### src/rtl/serv_periph_pkg.sv
// Shared definitions for the SERV peripheral block: register map, CTRL bit
// positions and the byte-lane write merge used by every writable register.
package serv_periph_pkg;

    // Word offsets decoded from i_dbus_adr[4:2]; 5..7 are unmapped.
    typedef enum logic [2:0] {
        REG_GPIO_OUT = 3'd0,
        REG_GPIO_IN  = 3'd1,
        REG_MTIME    = 3'd2,
        REG_MTIMECMP = 3'd3,
        REG_CTRL     = 3'd4
    } reg_off_e;

    localparam int CTRL_TIMER_EN = 0;
    localparam int CTRL_IRQ_EN   = 1;
    localparam int CTRL_W        = 2;

    // Replace only the byte lanes whose enable is set; callers truncate the
    // result to the register width, which discards bits above it.
    function automatic logic [31:0] merge_bytes(input logic [31:0] cur,
                                                input logic [31:0] wdat,
                                                input logic [3:0]  sel);
        logic [31:0] res;
        res = cur;
        for (int b = 0; b < 4; b++) begin
            if (sel[b]) res[8*b +: 8] = wdat[8*b +: 8];
        end
        return res;
    endfunction

endpackage

### src/rtl/serv_periph_timer.sv
// Machine timer: prescaler, mtime, mtimecmp and the registered level irq.
// Register read values are presented zero-extended to the 32-bit bus.
module serv_periph_timer
    import serv_periph_pkg::*;
#(
    parameter int TIMER_W  = 32,
    parameter int PRESCALE = 1
) (
    input  logic        clk,
    input  logic        i_rst,
    input  logic        i_en,
    input  logic        i_irq_en,
    input  logic        i_mtime_we,
    input  logic        i_mtimecmp_we,
    input  logic [31:0] i_wdat,
    input  logic [3:0]  i_wsel,
    output logic [31:0] o_mtime,
    output logic [31:0] o_mtimecmp,
    output logic        o_irq
);

    localparam logic [15:0] PRESC_LAST = 16'(PRESCALE - 1);

    logic [15:0]        presc;
    logic [TIMER_W-1:0] mtime;
    logic [TIMER_W-1:0] mtimecmp;
    logic [TIMER_W-1:0] mtime_nx;
    logic [TIMER_W-1:0] mtimecmp_nx;

    // Zero-extend for reads and build the byte-merged write values.
    always_comb begin
        o_mtime                   = '0;
        o_mtime[TIMER_W-1:0]      = mtime;
        o_mtimecmp                = '0;
        o_mtimecmp[TIMER_W-1:0]   = mtimecmp;
        mtime_nx    = TIMER_W'(merge_bytes(o_mtime, i_wdat, i_wsel));
        mtimecmp_nx = TIMER_W'(merge_bytes(o_mtimecmp, i_wdat, i_wsel));
    end

    // Prescaler and mtime: a bus write wins over a tick and restarts the
    // prescaler; otherwise count only while the timer is enabled.
    always_ff @(posedge clk) begin
        if (i_rst) begin
            presc <= '0;
            mtime <= '0;
        end else if (i_mtime_we) begin
            presc <= '0;
            mtime <= mtime_nx;
        end else if (i_en) begin
            if (presc == PRESC_LAST) begin
                presc <= '0;
                mtime <= mtime + TIMER_W'(1);
            end else begin
                presc <= presc + 16'd1;
            end
        end
    end

    // Compare register, reset to all ones so the irq cannot fire early.
    always_ff @(posedge clk) begin
        if (i_rst)              mtimecmp <= '1;
        else if (i_mtimecmp_we) mtimecmp <= mtimecmp_nx;
    end

    // Level irq registered from the current register state (one cycle lag).
    always_ff @(posedge clk) begin
        if (i_rst) o_irq <= 1'b0;
        else       o_irq <= i_irq_en && (mtime >= mtimecmp);
    end

endmodule

### src/rtl/serv_periph.sv
// SERV data-bus peripheral: address decode, GPIO in/out, CTRL register and a
// single-cycle acknowledge; the machine timer lives in serv_periph_timer.
module serv_periph
    import serv_periph_pkg::*;
#(
    parameter int GPIO_OUT_W = 3,
    parameter int GPIO_IN_W  = 1,
    parameter int OUT_INV    = 1,
    parameter int TIMER_W    = 32,
    parameter int PRESCALE   = 1,
    parameter int SEL_BIT    = 8
) (
    input  logic                  clk,
    input  logic                  i_rst,
    input  logic [31:0]           i_dbus_adr,
    input  logic [31:0]           i_dbus_dat,
    input  logic [3:0]            i_dbus_sel,
    input  logic                  i_dbus_we,
    input  logic                  i_dbus_cyc,
    output logic [31:0]           o_dbus_rdt,
    output logic                  o_dbus_ack,
    input  logic [GPIO_IN_W-1:0]  i_gpio_in,
    output logic [GPIO_OUT_W-1:0] o_gpio_out,
    output logic                  o_timer_irq
);

    logic                  acc;
    logic                  wr_acc;
    logic                  rd_acc;
    reg_off_e              off;
    logic [GPIO_OUT_W-1:0] gpio_out;
    logic [GPIO_IN_W-1:0]  gpio_meta;
    logic [GPIO_IN_W-1:0]  gpio_sync;
    logic [CTRL_W-1:0]     ctrl;
    logic [31:0]           gpio_out_ext;
    logic [31:0]           ctrl_ext;
    logic [31:0]           mtime_rd;
    logic [31:0]           mtimecmp_rd;
    logic [31:0]           rdata;
    logic                  unused_adr;

    // A transaction is taken once; the ack cycle itself blocks re-acceptance,
    // so a held cyc produces one access every other cycle.
    assign acc        = i_dbus_cyc && i_dbus_adr[SEL_BIT] && !o_dbus_ack;
    assign wr_acc     = acc && i_dbus_we;
    assign rd_acc     = acc && !i_dbus_we;
    assign off        = reg_off_e'(i_dbus_adr[4:2]);
    assign unused_adr = ^{i_dbus_adr[31:5], i_dbus_adr[1:0]};

    assign o_gpio_out = (OUT_INV != 0) ? ~gpio_out : gpio_out;

    // Read mux: everything zero-extended, unmapped offsets read zero.
    always_comb begin
        gpio_out_ext                 = '0;
        gpio_out_ext[GPIO_OUT_W-1:0] = gpio_out;
        ctrl_ext                     = '0;
        ctrl_ext[CTRL_W-1:0]         = ctrl;
        rdata                        = '0;
        case (off)
            REG_GPIO_OUT: rdata                  = gpio_out_ext;
            REG_GPIO_IN:  rdata[GPIO_IN_W-1:0]   = gpio_sync;
            REG_MTIME:    rdata                  = mtime_rd;
            REG_MTIMECMP: rdata                  = mtimecmp_rd;
            REG_CTRL:     rdata                  = ctrl_ext;
            default:      rdata                  = '0;
        endcase
    end

    // Acknowledge one cycle after accept; read data only moves on read accepts.
    always_ff @(posedge clk) begin
        if (i_rst) begin
            o_dbus_ack <= 1'b0;
            o_dbus_rdt <= '0;
        end else begin
            o_dbus_ack <= acc;
            if (rd_acc) o_dbus_rdt <= rdata;
        end
    end

    // GPIO output register with byte-lane writes.
    always_ff @(posedge clk) begin
        if (i_rst)
            gpio_out <= '0;
        else if (wr_acc && off == REG_GPIO_OUT)
            gpio_out <= GPIO_OUT_W'(merge_bytes(gpio_out_ext, i_dbus_dat, i_dbus_sel));
    end

    // CTRL register: timer enable and irq enable.
    always_ff @(posedge clk) begin
        if (i_rst)
            ctrl <= '0;
        else if (wr_acc && off == REG_CTRL)
            ctrl <= CTRL_W'(merge_bytes(ctrl_ext, i_dbus_dat, i_dbus_sel));
    end

    // Two-flop synchroniser for the asynchronous input pins.
    always_ff @(posedge clk) begin
        if (i_rst) begin
            gpio_meta <= '0;
            gpio_sync <= '0;
        end else begin
            gpio_meta <= i_gpio_in;
            gpio_sync <= gpio_meta;
        end
    end

    serv_periph_timer #(
        .TIMER_W  (TIMER_W),
        .PRESCALE (PRESCALE)
    ) u_timer (
        .clk           (clk),
        .i_rst         (i_rst),
        .i_en          (ctrl[CTRL_TIMER_EN]),
        .i_irq_en      (ctrl[CTRL_IRQ_EN]),
        .i_mtime_we    (wr_acc && off == REG_MTIME),
        .i_mtimecmp_we (wr_acc && off == REG_MTIMECMP),
        .i_wdat        (i_dbus_dat),
        .i_wsel        (i_dbus_sel),
        .o_mtime       (mtime_rd),
        .o_mtimecmp    (mtimecmp_rd),
        .o_irq         (o_timer_irq)
    );

endmodule

### config.mk
export PLATFORM = sky130hd
export DESIGN_NAME = serv_periph
export DESIGN_NICKNAME = d
export VERILOG_FILES = /design/src/rtl/serv_periph_pkg.sv /design/src/rtl/serv_periph_timer.sv /design/src/rtl/serv_periph.sv
export SDC_FILE = /design/constraint.sdc
export NUM_CORES = 1
export LEC_CHECK = 0
export CAP_MARGIN = 25
export CORE_UTILIZATION = 50
export DETAILED_ROUTE_END_ITERATION = 8
export MAX_ROUTING_LAYER = met4
export PLACE_DENSITY = 0.75
export SLEW_MARGIN = 20
export SYNTH_ARGS = -nofsm -noshare
export SYNTH_HDL_FRONTEND = slang
export SYNTH_SLANG_ARGS = --single-unit
### constraint.sdc
create_clock -name clk -period 3.1 [get_ports clk]
set_input_delay 0.465 -clock clk [delete_from_list [all_inputs] [get_ports clk]]
set_output_delay 0.465 -clock clk [all_outputs]
set_load 0.01 [all_outputs]
# Yosys cells after proc, flatten, opt, wreduce, memory -nomap -nowiden
# Index checks and enable logic that the tools add are counted.
# totals
reg_bits	121
input_bits	73
wordCells	64
# classes
n_addsub	2
magnitude_cmp	1
n_eq_ne	8
n_mux	10
n_bitwise	1
reduce_logical	26
# op_table
op	count
31-bit case mux with 4 select lines	1
32-bit 2-to-1 mux	3
32-bit by 1-bit adder with 32-bit output (second input constant)	1
32-bit greater-or-equal comparator	1
8-bit 2-to-1 mux	4
16-bit by 1-bit adder with 16-bit output (second input constant)	1
16-bit zero test	1
16-bit 2-to-1 mux	1
2-bit AND reduction	6
3-bit AND reduction	4
1-bit logical AND	9
2-bit != test (second input constant)	4
3-bit by 2-bit equality test with 1-bit output (second input constant)	2
1-bit case mux with 5 select lines	1
2-bit nonzero test	2
3-bit by 1-bit equality test with 1-bit output (second input constant)	1
3-bit equality test (second input constant)	1
3-bit zero test	1
3-bit inverter	1
1-bit zero test	2
2-bit OR reduction	1

# Depth between registers and ports, before layout
# logic_depth
depth_word	6
ltp_mapped	9

# Hierarchy
# From an unflattened synthesis, not the netlist that was laid out.
# hier_totals
hier_cells	834
area_unflattened_um2	6900.4
# by_module_without_submodules
mod	instances	cells_per_inst	area_each_um2
serv_periph_timer	1	641	4874.7
serv_periph	1	193	2025.7

# Worst setup path after synthesis
# Ideal clock, no wire load.
# synth_timing
path_kind	input-to-reg
start	input i_dbus_adr[4]
end	register u_timer.mtime[2] (netlist: u_timer.o_mtime[2])
setup_ns	0.117
arrival_ns	2.287
required_time_ns	2.983
path_slack_ns	0.695
stages	8
n_path_buf	4
cell_sequence	clkbuf_1 -> or3b_2 -> clkbuf_1 -> nor2_1 -> buf_2 -> clkbuf_1 -> o21ai_0 -> a32o_1
# synth_via
elab_chain_len	4
word_cells_on_any_way	7
classes_between	2 x eq/ne; 1 x mux; 4 x reduce/logical
# synth_lines
item	line_no	source
from (decl)	serv_periph.sv:15	input logic [31:0] i_dbus_adr,
3-bit by 2-bit equality test with 1-bit output *	serv_periph.sv:115	.i_mtime_we (wr_acc && off == REG_MTIME),
1-bit logical AND *	serv_periph.sv:115	
2-bit != test (no source line) / 2-bit nonzero test (equally long branches)	-	
3-bit AND reduction (no source line)	-	
to (signal assigned)	serv_periph_timer.sv:48	mtime <= mtime_nx;
to (signal assigned)	serv_periph_timer.sv:52	mtime <= mtime + TIMER_W'(1);
to (decl)	serv_periph_timer.sv:25	logic [TIMER_W-1:0] mtime;
# Every way passes the cells marked *; elsewhere a longest branch is shown, timed or not.
# A chain may end at the register's enable or synchronous reset.

# Final worst setup path
# layout_timing
start	register u_timer.presc[0]
end	register u_timer.mtime[9] (netlist: u_timer.o_mtime[9])
# layout_via
elab_chain_len	3
# layout_lines
item	line_no	source
from (decl)	serv_periph_timer.sv:24	logic [15:0] presc;
from (signal assigned)	serv_periph_timer.sv:54	presc <= presc + 16'd1;
16-bit zero test	serv_periph_timer.sv:50	if (presc == PRESC_LAST) begin
2-bit nonzero test (no source line)	-	
3-bit AND reduction (no source line)	-	
# No other way between the ends.

==> results.toml <==
[power_and_ir_drop]
power_switching_mw = 0.835
power.internal_mw = 3.07
total_power_mw = 3.90
areal_power_density_over_the_cells_mw_per_mm2 = 472
power.share.switching_pct = 21.4
power_frac_comb_pct = 5.8
clock_power_share_pct = 53.7
power.static_leakage_nw = 3.29
ir_worst_vdd_mv = 0.713
power_frac_seq_pct = 40.5

[route]
drt_drc_violations_left = 0
drt_pass1_iterations = 6
drt_first_iter_violations = 636
routedWlPerCell_um = 18.0
via_count = 6591
drt-vias-per-instance = 6.19
antenna_violating_nets_post_route = 0
finalWirelength_mm = 19.1

[timing]
fin_tns_setup_ps = 0
timing.final.crit_share_pct = 88.3
finalMaxSlewViolations = 0
final_setup_viols = 0
skew_ps = 9.54
hold_viol_final = 0
finalCriticalPeriod_ps = 2740
fmax_ghz = 0.365
tightestPinTransition_ps = 605
grt_setup_unrepaired = "false"
slew-limit-headroom_pct = 58.5

[worst_setup_path]
crit_path_max_incr_delay_ps = 660
maximum_net_fanout_on_the_critical_path = 11
cpLargestDelayFamily = "simple AND/OR/NAND/NOR gates"
cp_data_required_time_ps = 3420
cp-start-kind = "register"
worstSetupEndpointType = "register"
ff2ff_setup_slack_ps = 360
critical_path.slowest_cell = "or4_4"
r2r-end = "u_timer.o_mtime[9]"
cp.arrival_ps = 3060
worstRegToRegCells = 7
path_cells = "inv_1, ha_1, or4b_1, or4_4, nor4_2, a221oi_1, a211oi_1"
critical_path.reg2reg.startpoint = "u_timer.presc[0]"
critical_path_class = "register to register"
worst-path-buf-inv = 1

[layout]
layout.cells.most_common = "dfxtp_1"
most-common-layout-cells = "dfxtp_1 (121), nand2_1 (90), clkdlybuf4s50_1 (80)"
insertedDiodeCount = 0
final_nets = 989
drive_above_1_share_pct = 7.61
areaGrowthSynthToFinish_pct = 25.1

[cts]
post_cts_buffers = 0
cts-buffers-inserted = 17
tritoncts = "built"
worstSkewPairLatency_ps = 420
post_cts_hold_buffers = 0
ctsRootBufferMaster = "clkbuf_16"
htree_levels = 4
clock_sink_count = 121
cts.repair.resized = 0
clkTransAtPathRegs_ps = 60
clk_path_buf_depth = 2

[synthesis]
ys_seq_area_share_pct = 36.7
synth.distinct_cells = 61
synth_area_per_cell_um2 = 8.14
asyncSetResetFlopFracSynth_pct = 0
ys.warnings.count = 0
number_of_enable_type_register_cells_in_the_synthesized_netlist = 0
synth.net_count = 919
syn_inst = 811
syn_std_cell_area_mm2 = 0.00661
ys_ff_latch = 121
postSynth.topFlopCell = "dfxtp_1"

[worst_hold_path]
hold_path_startpoint = "gpio_meta"
min_delay_path_class = "register to register"
holdPathEnd = "gpio_sync"
worst_hold_path.num_cells = 1

[floorplanning]
core_area_mm2 = 0.0128
die_w_um = 117
die_height_um = 117
floorplan.rows = 41
floorplan.initialDensity_pct = 51.7
floorplan.die_area_mm2 = 0.0137
design.portCount = 110

[global_route]
grt_use_met3_pct = 7.57
global_route.usage.met1_pct = 36.7
grt_pass1_wl_mm = 30.5
track_usage_pct = 30.0
grt_overflow_total = 0
antenna_violations_before_repair = 0
grt_pass1_vias = 6207
globalRoute.busiestLayer = "met2"
grt_max_degree = 41
globalRouteMet2Util_pct = 48.5

[place]
place.detailed.hpwl_mm = 13.4
port_buffers = 81
gp_congestion = 0.877

[run]
drv_cap = 0

[run_status]
status = "finished, final reports clean"
worst max path at each step:
stage                startpoint                   to  cells after the start
6_report       u_timer.presc[0]   u_timer.o_mtime[9]                      7
5_1_grt        u_timer.presc[0]   u_timer.o_mtime[9]                      7
4_1_cts        u_timer.presc[0]   u_timer.o_mtime[9]                      7
3_5_place_dp   u_timer.presc[0]   u_timer.o_mtime[9]                      7
3_3_place_gp      i_dbus_adr[2]  u_timer.o_mtime[29]                      7
2_1_floorplan     i_dbus_adr[4]   u_timer.o_mtime[2]                      8
layout make-up:
cell class | instances | area [um2]
clock buffers | 23 | 478
clock inverters | 8 | 143
fillers | 1065 | 4510
inverters | 46 | 173
multi-input cells | 587 | 3800
flip-flops and latches | 121 | 2420
well taps | 172 | 215
repair buffers | 108 | 1030
power by group through the flow:
| stage | combinational, mW | sequential [mW] | clock [mW] |
|---|---|---|---|
| 6_report | 0.227 | 1.58 | 2.10 |
| 5_1_grt | 0.241 | 1.58 | 2.19 |
| 4_1_cts | 0.223 | 1.58 | 2.11 |
| 3_5_place_dp | 0.221 | 1.61 | 0 |
| 3_3_place_gp | 0.218 | 1.61 | 0 |
| 2_1_floorplan | 0.0995 | 1.61 | 0 |
sequential cells by signal, summed over array words and instances, names as in the netlist:
name                flops
u_timer.presc          16
u_timer.o_mtime        32
o_dbus_ack              1
gpio_out                3
u_timer.o_irq           1
ctrl                    2
gpio_sync               1
o_dbus_rdt             32
u_timer.o_mtimecmp     32
gpio_meta               1
cell usage after synthesis (10+ instances only):
cell type / number / area share [%]
clkbuf_1: 49 / 2.8
ha_1: 35 / 6.6
dfxtp_1: 121 / 37
o21ai_0: 24 / 1.8
a22o_1: 27 / 3.6
nand4_1: 27 / 2.6
inv_1: 46 / 2.6
mux2i_1: 15 / 2.3
nand3_1: 27 / 2.0
o211ai_1: 35 / 4.0
a21o_1: 11 / 1.3
nor2_1: 78 / 4.4
a21oi_1: 35 / 2.7
nand2_1: 90 / 5.1
nor3_1: 15 / 1.1
and3_1: 10 / 0.95
a22oi_1: 31 / 3.5
worst register-to-register path, cell delays in order, from the launching register on:
cell and delay [ps]:
dfxtp_1 350, inv_1 80, ha_1 150, or4b_1 500, or4_4 660, nor4_2 490, a221oi_1 140, a211oi_1 260
routing by layer:
layer	share of wire, %	wire length, um
met1	43	8290
met2	48	9150
met3	7.3	1400
met4	1.5	283
met5	0	0
metrics by stage:
step                      utilization [%]  area (um2)  hold slack (ps)  setup slack, ps  instances
final                                64.7        8260              448              362       1065
after global routing                 64.7        8260              466              284       1065
after CTS                            64.7        8260              452              356       1065
after detailed placement             59.8        7640              441              387       1034
after global placement               59.8        7640              423              460       1034
after floorplan                         -        6610              414              695        811
logic make-up (layout without fill, tap and decap cells):
family,Yosys count,count (layout),synth area share (%)
fa+ha+maj,35,35,6.63
xor+xnor,15,15,1.99
flops,121,121,36.7
buf+inv,103,185,6.04
mux,15,15,2.27
simple gates,304,304,22.8
compound gates,218,218,23.5
(Power assumes the default switching activity.)
